## config.mk

```make
export PLATFORM = sky130hd
export DESIGN_NAME = bin2bcd_seq
export DESIGN_NICKNAME = d
export VERILOG_FILES = /design/src/rtl/bin2bcd_seq.sv
export SDC_FILE = /design/constraint.sdc
export NUM_CORES = 1
export LEC_CHECK = 0
export BUFFER_PORTS_ARGS = -buffer_cell sky130_fd_sc_hd__clkbuf_2
export CAP_MARGIN = 10
export CORE_ASPECT_RATIO = 0.75
export CORE_MARGIN = 5
export CORE_UTILIZATION = 40
export CTS_CLUSTER_DIAMETER = 50
export CTS_CLUSTER_SIZE = 12
export DETAILED_ROUTE_END_ITERATION = 12
export GPL_TIMING_DRIVEN = 0
export HOLD_SLACK_MARGIN = 0.15
export PLACE_DENSITY = 0.59
export SETUP_SLACK_MARGIN = 0.02
export SYNTH_ARGS = -nofsm -noshare
export SYNTH_HDL_FRONTEND = slang
export SYNTH_SLANG_ARGS = --single-unit
```

## constraint.sdc

```tcl
create_clock -name i_clk -period 1.4 [get_ports i_clk]
set_input_delay 0.14 -clock i_clk [delete_from_list [all_inputs] [get_ports i_clk]]
set_output_delay 0.14 -clock i_clk [all_outputs]
set_load 0.05 [all_outputs]
```

## src/rtl/bin2bcd_seq.sv

```systemverilog
// Sequential double-dabble binary-to-BCD converter: one add-3 + shift step per clock,
// all digits adjusted in parallel. Optional signed mode converts the magnitude and reports the sign.
module bin2bcd_seq #(
  parameter int BIN_W  = 8,
  parameter int DIGITS = 3,
  parameter int SIGNED = 0
) (
  input  logic                  i_clk,
  input  logic                  i_rst_n,
  input  logic                  i_start,
  input  logic [BIN_W-1:0]      i_bin_in,
  output logic                  o_busy,
  output logic                  o_done,
  output logic [4*DIGITS-1:0]   o_bcd_out,
  output logic                  o_sign_out,
  output logic                  o_ovf
);

  localparam int BCD_W = 4 * DIGITS;
  localparam int CNT_W = $clog2(BIN_W + 1);
  localparam logic [CNT_W-1:0] LAST_CNT = CNT_W'(BIN_W - 1);

  typedef enum logic [0:0] {
    S_IDLE = 1'b0,
    S_CONV = 1'b1
  } state_t;

  state_t             r_state;
  state_t             w_state_next;
  logic               w_accept;
  logic               w_last;

  logic [BIN_W-1:0]   r_mag;
  logic [BCD_W-1:0]   r_bcd;
  logic               r_ovf_sticky;
  logic               r_sign;
  logic [CNT_W-1:0]   r_cnt;
  logic               r_busy;
  logic               r_done;
  logic [BCD_W-1:0]   r_bcd_out;
  logic               r_sign_out;
  logic               r_ovf;

  logic               w_neg;
  logic [BIN_W-1:0]   w_mag_load;
  logic [BCD_W-1:0]   w_adj;
  logic [BCD_W-1:0]   w_bcd_shift;
  logic [BIN_W-1:0]   w_mag_shift;
  logic               w_carry;

  // Negative operands are converted as their magnitude; the most-negative value maps to 2^(BIN_W-1).
  assign w_neg      = (SIGNED != 0) && i_bin_in[BIN_W-1];
  assign w_mag_load = w_neg ? (~i_bin_in + BIN_W'(1)) : i_bin_in;

  genvar gi;
  generate
    for (gi = 0; gi < DIGITS; gi++) begin : g_adj
      assign w_adj[4*gi +: 4] = (r_bcd[4*gi +: 4] >= 4'd5) ? (r_bcd[4*gi +: 4] + 4'd3)
                                                          : r_bcd[4*gi +: 4];
    end
  endgenerate

  assign w_bcd_shift = {w_adj[BCD_W-2:0], r_mag[BIN_W-1]};
  assign w_mag_shift = {r_mag[BIN_W-2:0], 1'b0};
  assign w_carry     = w_adj[BCD_W-1];

  always_ff @(posedge i_clk) begin
    if (!i_rst_n) begin
      r_state <= S_IDLE;
    end else begin
      r_state <= w_state_next;
    end
  end

  always_comb begin
    w_state_next = r_state;
    w_accept     = 1'b0;
    w_last       = 1'b0;
    case (r_state)
      S_IDLE: begin
        if (i_start) begin
          w_accept     = 1'b1;
          w_state_next = S_CONV;
        end
      end
      S_CONV: begin
        if (r_cnt == LAST_CNT) begin
          w_last       = 1'b1;
          w_state_next = S_IDLE;
        end
      end
      default: w_state_next = S_IDLE;
    endcase
  end

  always_ff @(posedge i_clk) begin
    if (!i_rst_n) begin
      r_mag        <= '0;
      r_bcd        <= '0;
      r_ovf_sticky <= 1'b0;
      r_sign       <= 1'b0;
      r_cnt        <= '0;
      r_busy       <= 1'b0;
      r_done       <= 1'b0;
      r_bcd_out    <= '0;
      r_sign_out   <= 1'b0;
      r_ovf        <= 1'b0;
    end else begin
      r_done <= 1'b0;
      if (w_accept) begin
        r_mag        <= w_mag_load;
        r_sign       <= w_neg;
        r_bcd        <= '0;
        r_ovf_sticky <= 1'b0;
        r_cnt        <= '0;
        r_busy       <= 1'b1;
      end else if (r_state == S_CONV) begin
        r_mag        <= w_mag_shift;
        r_bcd        <= w_bcd_shift;
        r_ovf_sticky <= r_ovf_sticky | w_carry;
        r_cnt        <= r_cnt + CNT_W'(1);
        // Final iteration publishes the post-shift scratch directly.
        if (w_last) begin
          r_bcd_out  <= w_bcd_shift;
          r_sign_out <= r_sign;
          r_ovf      <= r_ovf_sticky | w_carry;
          r_done     <= 1'b1;
          r_busy     <= 1'b0;
        end
      end
    end
  end

  assign o_busy     = r_busy;
  assign o_done     = r_done;
  assign o_bcd_out  = r_bcd_out;
  assign o_sign_out = r_sign_out;
  assign o_ovf      = r_ovf;

endmodule
```

# After elaboration in Yosys (flattened, before gate mapping)
# Cells that the tools add are included.
# word_totals
regBits	41
latch_bits	0
ram_bits	0
romBits	0
input_bits	11
output_inout_bits	16
elab_cells	42
mem_count	0
# classes
add_sub_neg	4
mul	0
div_mod_pow	0
n_lt_le_gt_ge	3
eq_ne	1
shifts	0
n_mux	15
bitwise_logic	4
n_reduce_logical	6
# op_table
cell	n
$mux 8	2
$add 4x2->4 const B	3
$ge 4x3->1 const B	3
$mux 4	3
$mux 1	9
$add 4x1->4 const B	1
$eq 4x3->1 const B	1
$reduce_bool 2->1	2
$not 1->1	3
$reduce_and 3->1	1
$reduce_or 3->1	1
$pmux 1 s2	1
$reduce_and 2->1	1
$reduce_or 2->1	1
$or 1x1->1	1

# Longest topological paths before layout
# depth
depth_word	6
mapped_depth	6
ltp_nobuf	6

# Least setup slack after synthesis
# OpenSTA, ideal clock, no wires.
# synth_timing
kind	flip-flop to flip-flop
startpoint	reg r_bcd[5]
endpoint	reg r_bcd_out[6], in the netlist o_bcd_out[6]
setup_ns	0.074
t_arrival_ns	1.371
t_required_ns	1.326
path_slack_ns	-0.045
stages_incl_launch_ff	7
n_path_buf	0
period_less_slack_ns	1.445
path_cell_list	dfxtp_1 > inv_1 > ha_1 > nand2b_1 > a21oi_2 > mux2_2 > o21ai_0
# synth_via
elab_chain_len	2
elab_cells_between_ends	3
classes_between	add/sub: 1; order compare: 1; mux: 1
# synth_rtl
element	line	rtl
start, declared	34	logic [BCD_W-1:0] r_bcd;
start signal, assigned	119	r_bcd <= w_bcd_shift;
$add 4x2->4 / $ge 4x3->1 (equally long branches)	58	assign w_adj[4*gi +: 4] = (r_bcd[4*gi +: 4] >= 4'd5) ? (r_bcd[4*gi +: 4] + 4'd3)
$mux 4 *	58	
end signal, assigned	124	r_bcd_out <= w_bcd_shift;
end, declared	40	logic [BCD_W-1:0] r_bcd_out;
# Every way passes the cells marked *; elsewhere a longest branch is shown, timed or not.
# A chain may end at the register's enable or synchronous reset.

# Worst setup path in the final report
# Ends and elaborated chain as after synthesis.

==> results summary <==
The run finished with clean final reports. The cell area after synthesis came out at 1970 sq um. The sequential share of the synthesized area came out at 0.416. Clock latency on the worst-skew pair, taken at its later pin, is 0.29 ns. The count of unique library cells instantiated by Yosys is 37.

The post-synthesis compound-gate area fraction came out at 0.188. The die width came out at 91.1 microns. The half-perimeter wire length after detailed placement came out at 3.06 mm. The wire length of the first global-routing pass is 7.55 mm. The worst register-to-register path begins at r_bcd[5]$_SDFFE_PP0P_. The family with the most delay on the worst path is flip-flops. In this run the worst setup path begins at r_bcd[5]$_SDFFE_PP0P_. The post-synthesis sequential element count is 41. Of the total synthesized cell area, the portion taken by AND, OR, NAND and NOR gates is 0.191. For this design the top-level I/O count stands at 27. The delay contributed by the slowest stage of the critical path came out at 0.37 ns.

The adder-cell share of the synthesized area is 0.0444. The top cell types in the final layout, fill and taps aside, are sky130_fd_sc_hd__dfxtp_1 (34), sky130_fd_sc_hd__nand2_1 (29), sky130_fd_sc_hd__clkbuf_2 (25). The finished layout holds 317 standard cells, fillers aside. Setup violations remaining at the end of the flow were counted as 0. The warning count from the yosys run came out at 0. Of all cell types, the one taking the most synthesized area is sky130_fd_sc_hd__dfxtp_1. At the worst endpoint, the required time is 1.63 ns. The tightest min-delay check is of the in -> reg type. Between clock sinks in the finished design, the worst skew comes to 0.00750 ns. The initial antenna violation count is 0.

Setup repair after global routing could not meet its margin everywhere. The number of cells on the critical path is 6. The worst-case register-to-register setup slack came out at 0.02 ns. The final count of hold timing violations came out at 0. The kind of critical path is reg -> reg. The arrival time of data at the critical path endpoint is 1.61 ns. The cell internal power dissipation is 1.90 mW.

The detailed-route DRC error count came out at 0. The share of the synthesized area in the top cell type came out at 0.416. The total CTS buffers is 5. Of the total power, the clock network draws 0.400. The remaining antenna violation count is 0. The proportion of layout cells with a drive suffix above 1 came out at 0.412. The number of global-route vias before repair came out at 1,545. In the post-synthesis netlist, the biggest area contributors are sky130_fd_sc_hd__dfxtp_1 (42%), sky130_fd_sc_hd__mux2i_1 (5.6%), sky130_fd_sc_hd__nand2_1 (5.5%). The power density over the cells is 974 nW/um^2. The die span in y is 70.8 microns.

The initial core utilization came out at 0.407. The pre-antenna-repair detailed-routing pass consisted of 4 iterations. After detailed routing, the average wire length per cell comes to 14.7 microns. The synthesized area divided by synthesized cell count is 9.13 sq um.

For this run, the total global-route usage over all layers was measured as 0.145. The maximum level of the CTS H-tree came out at 2. Of the total power, the share spent switching nets is 0.236. The wire length after detailed routing came out at 4.65 mm. By area, the combinational part of the netlist is dominated by simple AND/OR/NAND/NOR gates.

The critical register-to-register path endpoint is o_bcd_out[6]$_SDFFE_PN0P_. The part of the power in combinational logic is 0.113. The maximum clock path buffer count is 2. The area growth from synthesis to layout came out at 29.0%. The count of placed standard cells including taps is 300. The critical path endpoint category is a flip-flop.

In this run the static leakage power is 0.995 nW. The upper clock frequency limit came out at 0.722 GHz. Measured against the total synthesized area, the mux share comes to 0.0672.

The number of DRC violations after detailed-routing iteration 0 came out at 71. The standard cell core area came out at 4840 sq um. TritonCTS built the clock tree.

The clock-pin transition on the worst setup and hold timing paths came out at 0.08 ns. The critical path ends at o_bcd_out[6]$_SDFFE_PN0P_. The number of buffers and inverters on the critical path is 1. VDD sags by at most 0.536 mV. The count of antenna diodes in the layout is 0.

The worst reg2reg path depth came out at 6. The highest net fanout along the worst path came out at 3. The pin count of the biggest net entering global routing is 13. The number of core rows came out at 22. The number of cells produced by synthesis is 216. The number of max-slew violations in the final report came out at 0. The worst setup path is launched from a flip-flop.

At the end of the flow the core is filled with cells to 0.526. CTS saw 41 sinks. Traced cell by cell, the critical path runs through inv_4 > ha_4 > nand2b_4 > a21oi_4 > mux2_4 > o21ai_1. The net switching power of the design is 0.585 mW. The time the final worst path needs with I/O delays and setup came out at 1.38 ns. Global routing finished with a remaining overflow of 0. The number of port buffers came out at 24. The share of the synthesized netlist area taken by xor and xnor gates came out at 0.0266.

In this run the clock root is driven by a sky130_fd_sc_hd__clkbuf_8. For this design, the slowest cell found on the critical path is sky130_fd_sc_hd__dfxtp_2. The max-capacitance violation count came out at 0. The final layout net count came out at 274. The weighted congestion reported at the end of routability-driven placement came out at 0.846.

The total nets after synthesis came out at 234. The final route contains 1,611 vias. The share of the clock period used by the worst path after layout came out at 0.989. The area enclosed by the die boundary came out at 6450 sq um. The via-per-instance ratio came out at 5.08. The most common library cell in the layout ignoring fill and taps is sky130_fd_sc_hd__dfxtp_1. The part of the power in registers is 0.488.
synth_stat cells (all sizes together):
library cell / instances
mux2i: 11
xor2: 2
mux2: 2
xnor2: 4
clkbuf: 1
o22ai: 4
nand2: 30
nor3b: 4
nand3: 3
o21ai: 28
and4b: 1
dfxtp: 41
a211oi: 3
nor3: 3
buf: 11
ha: 7
nor2: 9
a31oi: 3
nand2b: 7
conb: 1
o21a: 2
and3: 1
nor2b: 5
inv: 9
and2: 7
nand4: 1
a22o: 1
a21oi: 15
worst min path at each step:
stage,from,to,slack (ns),cells past startpoint
after floorplan,i_rst_n,o_done$_SDFF_PP0_,0.28,2
after global placement,i_start,r_state$_SDFF_PN0_,0.43,2
after detailed placement,i_start,r_state$_SDFF_PN0_,0.44,2
after CTS,i_bin_in[0],r_mag[0]$_SDFFE_PN0P_,0.18,3
after global routing,i_bin_in[0],r_mag[0]$_SDFFE_PN0P_,0.20,3
final,i_bin_in[0],r_mag[0]$_SDFFE_PN0P_,0.19,3
through the flow:
stage	power [mW]	instance area, sq um	setup TNS [ns]	hold slack [ns]	worst slack [ns]
2_1_floorplan	1.41	1980	0	0.280	0.0133
3_3_place_gp	1.47	2180	-0.600	0.432	-0.114
3_5_place_dp	1.47	2180	-0.812	0.436	-0.152
4_1_cts	2.49	2440	0	0.177	0.0138
5_1_grt	2.57	2550	-0.0579	0.203	-0.0267
6_report	2.48	2550	0	0.188	0.0157
cell type report:
class,count,area (sq um)
Multi-Input combinational cell,154,1190
Clock buffer,7,86.3
Clock inverter,1,30.0
Tap cell,60,75.1
Inverter,9,41.3
Fill cell,452,2300
Timing Repair Buffer,33,190
Sequential cell,41,837
Buffer,12,96.3
repair_timing:
action	4_1_cts	5_1_grt
resized for setup	26	22
setup buffers	4	4
hold buffers	1	0
endpoints found under the setup margin	14	24
hold endpoints to repair	1	0
pin swaps	4	6
routing by layer:
metal  up-vias  share of wire  GRT usage
met5         -              0          0
met4         0          0.012     0.0440
met3         7          0.045     0.0351
met2        27           0.45      0.230
met1       753           0.49      0.194
li1        824              -          -
registers in the layout (all words and copies together) (netlist names):
name,count
o_busy,1
o_done,1
o_ovf,1
r_bcd,12
r_cnt,4
r_ovf_sticky,1
r_mag,8
o_bcd_out,12
r_state,1
power groups by stage:
stage	sequential, mW	combinational (mW)	clock (mW)
detailed placement	1.24	0.237	0
global route	1.21	0.305	1.05
global placement	1.24	0.235	0
finish	1.21	0.279	0.991
floorplan	1.24	0.169	0
CTS	1.21	0.266	1.01
cell families after synthesis:
family                     after synthesis
adders and majority gates                7
buffers and inverters                   21
AOI/OAI and AO/OA                       56
and+or+nand+nor                         71
DFF                                     41
muxes                                   13
xor gates and xnor gates                 6
other                                    1
worst register-to-register path, cell delays in order (launching register included):
cell and delay, ns:
sky130_fd_sc_hd__dfxtp_2 0.37, sky130_fd_sc_hd__inv_4 0.06, sky130_fd_sc_hd__ha_4 0.15, sky130_fd_sc_hd__nand2b_4 0.14, sky130_fd_sc_hd__a21oi_4 0.18, sky130_fd_sc_hd__mux2_4 0.32, sky130_fd_sc_hd__o21ai_1 0.10
(Power assumes the default switching activity.)
